--- src/rtl/rgb_led_pwm.sv ---
`default_nettype none
// ============================================================================
// rgb_led_pwm : three-channel PWM for the RGB LED with optional blink envelope
// Optional macro SOFT_FADE_EN : duty ramps 1 LSB per period toward target.
// Revision    : 1.0
// ============================================================================
module rgb_led_pwm #(
  parameter int PWM_BITS = 8,
  parameter int PRESCALE = 50
) (
  input  logic        CLK,
  input  logic        RST_n,
  input  logic [31:0] LED_FREQ_Qin,
  input  logic [31:0] LEDR_Puty_Qin,
  input  logic [31:0] LEDG_Puty_Qin,
  input  logic [31:0] LEDB_Puty_Qin,
  output logic        LED_R,
  output logic        LED_G,
  output logic        LED_B,
  output logic        PERIOD_STB,
  output logic        BLINK_DARK
);

  localparam int PRESC_EFF = (PRESCALE < 1) ? 1 : PRESCALE;
  localparam int PRESC_W   = (PRESC_EFF > 1) ? $clog2(PRESC_EFF) : 1;
  localparam logic [PRESC_W-1:0]  PRESC_LAST = PRESC_W'(PRESC_EFF - 1);
  localparam logic [PRESC_W-1:0]  PRESC_ONE  = PRESC_W'(1);
  localparam logic [PWM_BITS-1:0] PWM_ONE    = PWM_BITS'(1);
  localparam logic [PWM_BITS:0]   DUTY_FULL  = {1'b1, {PWM_BITS{1'b0}}};

  typedef enum logic [1:0] {
    STEADY = 2'd0,
    ON     = 2'd1,
    DARK   = 2'd2
  } blink_state_t;

  logic [PRESC_W-1:0]  presc_cnt;
  logic [PWM_BITS-1:0] pwm_cnt;
  logic [PWM_BITS:0]   duty_r, duty_g, duty_b;
  logic [PWM_BITS:0]   tgt_r, tgt_g, tgt_b;
  logic [31:0]         blk_cnt;
  blink_state_t        state;
  logic                tick, boundary, dark;
  logic                raw_r, raw_g, raw_b;

  function automatic logic [PWM_BITS:0] saturate(input logic [31:0] v);
    if ((v >> PWM_BITS) != 32'd0) return DUTY_FULL;
    else return {1'b0, v[PWM_BITS-1:0]};
  endfunction

`ifdef SOFT_FADE_EN
  localparam logic [PWM_BITS:0] DUTY_ONE = (PWM_BITS + 1)'(1);

  function automatic logic [PWM_BITS:0] step(input logic [PWM_BITS:0] cur,
                                             input logic [PWM_BITS:0] tgt);
    if (cur < tgt)      return cur + DUTY_ONE;
    else if (cur > tgt) return cur - DUTY_ONE;
    else                return cur;
  endfunction
`endif

  assign tick     = (presc_cnt == PRESC_LAST);
  assign boundary = tick && (&pwm_cnt);
  assign dark     = (state == DARK);
  assign tgt_r    = saturate(LEDR_Puty_Qin);
  assign tgt_g    = saturate(LEDG_Puty_Qin);
  assign tgt_b    = saturate(LEDB_Puty_Qin);
  assign raw_r    = ({1'b0, pwm_cnt} < duty_r);
  assign raw_g    = ({1'b0, pwm_cnt} < duty_g);
  assign raw_b    = ({1'b0, pwm_cnt} < duty_b);

  // The blink FSM consumes LED_FREQ_Qin only at the boundary, i.e. exactly the
  // value a frequency shadow would capture there, so no separate copy is kept.
  always_ff @(posedge CLK or negedge RST_n) begin
    if (!RST_n) begin
      presc_cnt  <= '0;
      pwm_cnt    <= '0;
      duty_r     <= '0;
      duty_g     <= '0;
      duty_b     <= '0;
      blk_cnt    <= '0;
      state      <= STEADY;
      LED_R      <= 1'b0;
      LED_G      <= 1'b0;
      LED_B      <= 1'b0;
      PERIOD_STB <= 1'b0;
      BLINK_DARK <= 1'b0;
    end else begin
      presc_cnt  <= tick ? '0 : presc_cnt + PRESC_ONE;
      if (tick) pwm_cnt <= pwm_cnt + PWM_ONE;
      PERIOD_STB <= boundary;
      LED_R      <= raw_r && !dark;
      LED_G      <= raw_g && !dark;
      LED_B      <= raw_b && !dark;
      BLINK_DARK <= dark;
      if (boundary) begin
`ifdef SOFT_FADE_EN
        duty_r <= step(duty_r, tgt_r);
        duty_g <= step(duty_g, tgt_g);
        duty_b <= step(duty_b, tgt_b);
`else
        duty_r <= tgt_r;
        duty_g <= tgt_g;
        duty_b <= tgt_b;
`endif
        case (state)
          STEADY: begin
            if (LED_FREQ_Qin != 32'd0) begin
              state   <= ON;
              blk_cnt <= '0;
            end
          end
          ON, DARK: begin
            if (LED_FREQ_Qin == 32'd0) begin
              state   <= STEADY;
              blk_cnt <= '0;
            end else if (blk_cnt >= LED_FREQ_Qin - 32'd1) begin
              state   <= (state == ON) ? DARK : ON;
              blk_cnt <= '0;
            end else begin
              blk_cnt <= blk_cnt + 32'd1;
            end
          end
          default: begin
            state   <= STEADY;
            blk_cnt <= '0;
          end
        endcase
      end
    end
  end

endmodule
`default_nettype wire

--- config.mk ---
export PLATFORM = sky130hd
export DESIGN_NAME = rgb_led_pwm
export DESIGN_NICKNAME = d
export VERILOG_FILES = /design/src/rtl/rgb_led_pwm.sv
export SDC_FILE = /design/constraint.sdc
export NUM_CORES = 1
export LEC_CHECK = 0
export BUFFER_PORTS_ARGS = -buffer_cell sky130_fd_sc_hd__buf_4
export CORE_AREA = 2 2 140 115
export DETAILED_ROUTE_END_ITERATION = 6
export DIE_AREA = 0 0 142 117
export MAX_ROUTING_LAYER = met4
export PLACE_DENSITY = 0.56
export SYNTH_ARGS = -nofsm -noshare
export SYNTH_HDL_FRONTEND = slang
export SYNTH_SLANG_ARGS = --single-unit
--- constraint.sdc ---
create_clock -name CLK -period 4.9 [get_ports CLK]
set_input_delay 0.49 -clock CLK [delete_from_list [all_inputs] [get_ports CLK]]
set_output_delay 0.49 -clock CLK [all_outputs]
set_load 0.01 [all_outputs]
After elaboration in Yosys (flattened, before gate mapping)
Cells that the tools add are included.

word-level totals
  register bits after elaboration = 80
  latch bits = 0
  bits in writable memories = 0
  ROM bits = 0
  bits of input ports = 130
  output and inout bits = 5
  word-level logic and storage cells = 53
  memories = 0

cells by class
  add/subtract/negate cells = 4
  multipliers = 0
  div/mod/pow operators = 0
  $lt $le $gt $ge = 4
  eq/ne operators = 5
  shifts and indexed selects = 0
  multiplexer cells = 13
  bitwise logic cells = 0
  reduce and logical (&&, ||, !) cells = 15

operator list
  kind                     count
  $reduce_bool A32 Y1      4
  $mux W32                 3
  $pmux W32 S2             1
  $add A32 B1 Y32 const B  1
  $ge A32 B32 Y1           1
  $logic_not A32 Y1        1
  $sub A32 B1 Y32 const B  1
  $lt A8 B9 Y1             3
  $mux W9                  3
  $add A8 B1 Y8 const B    1
  $mux W2                  4
  $reduce_and A8 Y1        1
  $add A6 B1 Y6 const B    1
  $eq A6 B6 Y1 const B     1
  $mux W6                  1
  $logic_and A1 B1 Y1      4
  $pmux W2 S2              1
  $ne A3 B3 Y1 const B     1
  $reduce_and A3 Y1        1
  $eq A2 B1 Y1 const B     1
  $eq A2 B2 Y1 const B     1
  $logic_not A2 Y1         1
  $ne A2 B2 Y1 const B     1
  $reduce_and A2 Y1        1
  2 further kinds          2

Depth between registers and ports, before layout
  word-level depth = 5
  mapped depth = 17
  mapped depth without buffers = 15

Least setup slack after synthesis
OpenSTA, ideal clock, no wires.

  kind = input to register
  start = input LED_FREQ_Qin[2]
  end = register blk_cnt[18]
  setup time = 69 ps
  arrival = 3947 ps
  required time = 4831 ps
  slack = 884 ps
  cell stages on the path = 16
  buffers on the path = 1
  cells stage by stage = nor4_4 nor4b_2 nand2_1 nor3_1 nand2_1 nor4_1 xnor2_1 ha_1 nand4_1 nor2_1 a221o_1 a211oi_1 nand4b_2 buf_4 or4_1 nand3_1

on the way
  cells in the longest elaborated chain, start to end = 5
  elaborated cells on any way between the ends = 9
  classes of those cells = add/sub (1); order compare (1); eq/ne (1); mux (3); reduce/logical (3)

RTL lines
  item                  RTL line  source
  start, declared       13        input logic [31:0] LED_FREQ_Qin,
  $sub A32 B1 Y32       117       end else if (blk_cnt >= LED_FREQ_Qin - 32'd1) begin
  $ge A32 B32 Y1        117
  $mux W32              117
  $mux W32              114       if (LED_FREQ_Qin == 32'd0) begin
  $pmux W32 S2          106       case (state)
  end signal, assigned  121       blk_cnt <= blk_cnt + 32'd1;
  end, declared         41        logic [31:0] blk_cnt;

Parallel ways exist; a longest one is shown, timed or not.
A chain may end at the register's enable or synchronous reset.

Worst setup path in the final report
  start = input LED_FREQ_Qin[2]
  end = register blk_cnt[3]

The elaborated chain is that of the path after synthesis.

==> summary.md <==
| Metric | Value |
|---|---|
| Status | complete, no violations |
| Worst reg2reg path depth | 9 |
| Element type at the critical path start | input pin |
| CP required | ~5100 ps |
| Slew @ Worst Pin | 1030 ps |
| Share of layout cells above drive strength 1 | between 20 and 25% |
| Detailed placement HPWL | 11,660 um |
| Port Buf Inserts | about 130 |
| Post-CTS setup buffer count | 0 |
| Worst reg2reg endpoint | blk_cnt[13] |
| Post-synth ARST share | 100.0% |
| CTS root buf | clkbuf_16 |
| DRT antenna net count | 0 |
| Post-Syn Area per Cell | between 8 and 9 um^2 |
| Max Freq | 0.2307 GHz |
| Seq cells post-synth | 80 |
| Fin Setup TNS | 0 ps |
| Multiplexer area fraction after synthesis | 0.5714% |
| Clk_lat worst skew | 340 ps |
| H-tree depth | 3 |
| Std cell rows | 41 |
| P&R area growth vs syn | 26.84% |
| Compound-cell area share of the yosys netlist | 15.12% |
| Leak | 3.443 nW |
| Ys Warns | 0 |
| Cell Count Post-Placement | 955 |
| Per-cell routed wire length | 15.33 um |
| Post-synthesis adder-cell area fraction | 13.63% |
| Clock Tree Buf Depth | 2 |
| Starting Density | 37.12% |
| Core Region | roughly 15,000 um^2 |
| Final Net Count | 965 |
| Final WL | 14,880 um |
| Xor/xnor cell area share of the yosys netlist | between 6 and 7% |
| Final GP Congestion | 0.8596 |
| Total Routing Usage GR | between 10% and 20% |
| Min Clock Period, post-route | between 4000 and 5000 ps |
| Crit path capture type | register |
| Max-Cap Viols | 0 |
| Vias per cell | about 5.3 |
| RSZ-0062 raised after global routing | no |
| Reg clk slew, reported paths | 60 ps |
| Synthesized cell area | 5693 um^2 |
| N_diodes | 0 |
| Largest family of logic cells by synthesized area | simple AND/OR/NAND/NOR gates |
| Iter 0 DRT Violations | 249 |
| Final setup vio count | 0 |
| First-pass iteration count of the detailed router | 4 |
| CTS tree | built |
| Vias in the first global route | 5,097 |
| Slew Limit Fails | 0 |
| Largest net degree at the start of global routing | 81 |
| Antenna violations before repair | 0 |
| Seq/Total Area, Yosys | 35.16% |
| Clock Skews | 7.476 ps |
| Die W | ~140 um |
| Final Hold Vio Count | 0 |
| Area share of and/or/nand/nor cells after synthesis | 25.12% |
| Pint | 1.168 mW |
| Clock Sinks | 80 |
| Kind of critical path | in2reg |
| Sw Pwr | 0.3218 mW |
| Post-cts sizing count | 0 |
| Crit path max fanout | 17 |
| Worst VDD drop | 154.4 uV |
| Switching Fraction | 21.61% |
| First-pass GRT wire length | between 20,000 and 25,000 um |
| Relative max-transition margin | 31.35% |
| PD cells | 206.3 nW/um^2 |
| Sequential share of power | 44.4% |
| Layout Cells excl Fill | 971 |
| Clock power frac | between 40% and 50% |
| TritonCTS Buffers | 9 |
| Reg-to-Reg Start | presc_cnt[1] |
| Comb pwr share | 9.8% |
| R2R setup slack | 1480 ps |
| Hold Buf Count CTS | 0 |
| Synth Flop Type | dfrtp_1 |
| DRC violations left | 0 |
| EDFF count, synth | 0 |
| I/O Pins | 135 |
| Grt ovf | 0 |
| Vias | 5,165 |
| Tcrit/Tclk final | 88.48% |
| Critical path arrival | approximately 4600 ps |
| Min-delay worst type | in2async |
| Die Area | 16,610 um^2 |
| Synth Net Count | 827 |
| Gate count of the mapped netlist | 635 |
| Die Y | 117 um |
| Synth cell types | 56 |
[synthesized netlist by cell type, drive strengths merged, types with 2 or more instances]
cell type | n | area, um^2
a21o | 14 | 105.1
a21oi | 25 | 128.9
a22o | 20 | 175.2
a31o | 2 | 17.52
and2 | 3 | 18.77
and3 | 9 | 56.30
and4 | 7 | 61.31
buf | 8 | 57.55
clkbuf | 6 | 22.52
dfrtp | 80 | 2002
ha | 62 | 775.7
inv | 43 | 161.4
mux2 | 2 | 22.52
nand2 | 70 | 262.8
nand2b | 8 | 50.05
nand3 | 20 | 100.1
nand4 | 10 | 62.56
nand4b | 3 | 53.80
nor2 | 33 | 126.4
nor2b | 13 | 81.33
nor3 | 22 | 125.1
nor4 | 36 | 240.2
nor4b | 4 | 56.30
o21ai | 63 | 315.3
o2bb2ai | 5 | 43.79
or2 | 2 | 12.52
or3 | 5 | 31.28
or3b | 2 | 17.52
or4 | 5 | 45.04
xnor2 | 29 | 254.0
xor2 | 11 | 96.34
[power groups by stage]
| stage | sequential (mW) | combinational (mW) | clock, mW |
|---|---|---|---|
| final | 0.661 | 0.146 | 0.683 |
| after global placement | 0.673 | 0.144 | 0 |
| after detailed placement | 0.673 | 0.148 | 0 |
| after floorplan | 0.673 | 0.0338 | 0 |
| after global routing | 0.660 | 0.162 | 0.726 |
| after CTS | 0.661 | 0.149 | 0.700 |
[worst max-delay path, stage by stage]
cell	delay [ps]
buf_4	130
nor4_4	330
nor4b_2	380
nand2_1	190
nor3_1	290
nand2_1	170
nor4_1	260
xnor2_1	130
ha_1	330
nand4_1	130
nor4_1	450
nand4_1	140
o22ai_1	140
nand4b_2	340
buf_4	270
o21ai_0	110
a22o_1	280
[registers in the layout, summed over array words and instances, names as in the netlist, 2 cells and up]
signal / count
blk_cnt: 32
duty_b: 9
duty_g: 9
duty_r: 9
pwm_cnt: 8
presc_cnt: 6
state: 2
[cell usage in the layout (no fill, tap or decap), types with 19 or more instances in the layout]
cell type    n
a21oi_1     24
a22o_1      20
buf_4      141
dfrtp_1     80
ha_1        62
inv_1       43
nand2_1     70
nand3_1     20
nor2_1      32
nor3_1      19
nor4_1      35
o21ai_0     63
xnor2_1     29
[layout make-up]
type                            count  area (um^2)
Clock buffer                       11        252.7
Multi-Input combinational cell    498         3450
Timing Repair Buffer              141         1059
Clock inverter                      5        55.05
Tap cell                          193        241.5
Inverter                           43        161.4
Fill cell                        1456         8118
Sequential cell                    80         2002
[worst max-delay path by stage]
| stage | from | end | slack, ps | depth (start not counted) |
|---|---|---|---|---|
| after floorplan | LED_FREQ_Qin[2] | blk_cnt[18] | 880 | 16 |
| after global placement | LED_FREQ_Qin[2] | blk_cnt[3] | 390 | 17 |
| after detailed placement | LED_FREQ_Qin[2] | blk_cnt[3] | 170 | 17 |
| after CTS | LED_FREQ_Qin[2] | blk_cnt[3] | 520 | 17 |
| after global routing | LED_FREQ_Qin[2] | blk_cnt[3] | 90 | 17 |
| final | LED_FREQ_Qin[2] | blk_cnt[3] | 560 | 17 |
[routing by layer]
layer	GRT usage [%]	part of all wire, %	up-vias
met4	4.267	1.1	0
met1	25.77	49	2427
li1	-	-	2578
met3	3.539	5.9	15
met2	30.02	44	145
met5	-	0	-
[metrics by stage]
stage	worst slack (ps)	area, um^2	hold WS (ps)	utilization, %	power [mW]
6_report	564.5	7221	320.6	47.08	1.489
5_1_grt	93.15	7221	359.4	47.08	1.548
4_1_cts	524.2	7221	346.1	47.08	1.509
3_5_place_dp	172.2	6913	492.8	45.07	0.8208
3_3_place_gp	386.0	6913	480.9	45.07	0.8168
2_1_floorplan	883.8	5693	194.4	-	0.7067
[kinds of logic after synthesis]
kind of cell               after synthesis
buffers and inverters                   57
muxes                                    3
adders and majority gates               62
and+or+nand+nor                        255
AOI/OAI and AO/OA                      138
xor gates and xnor gates                40
DFF                                     80
(Power assumes the default switching activity.)
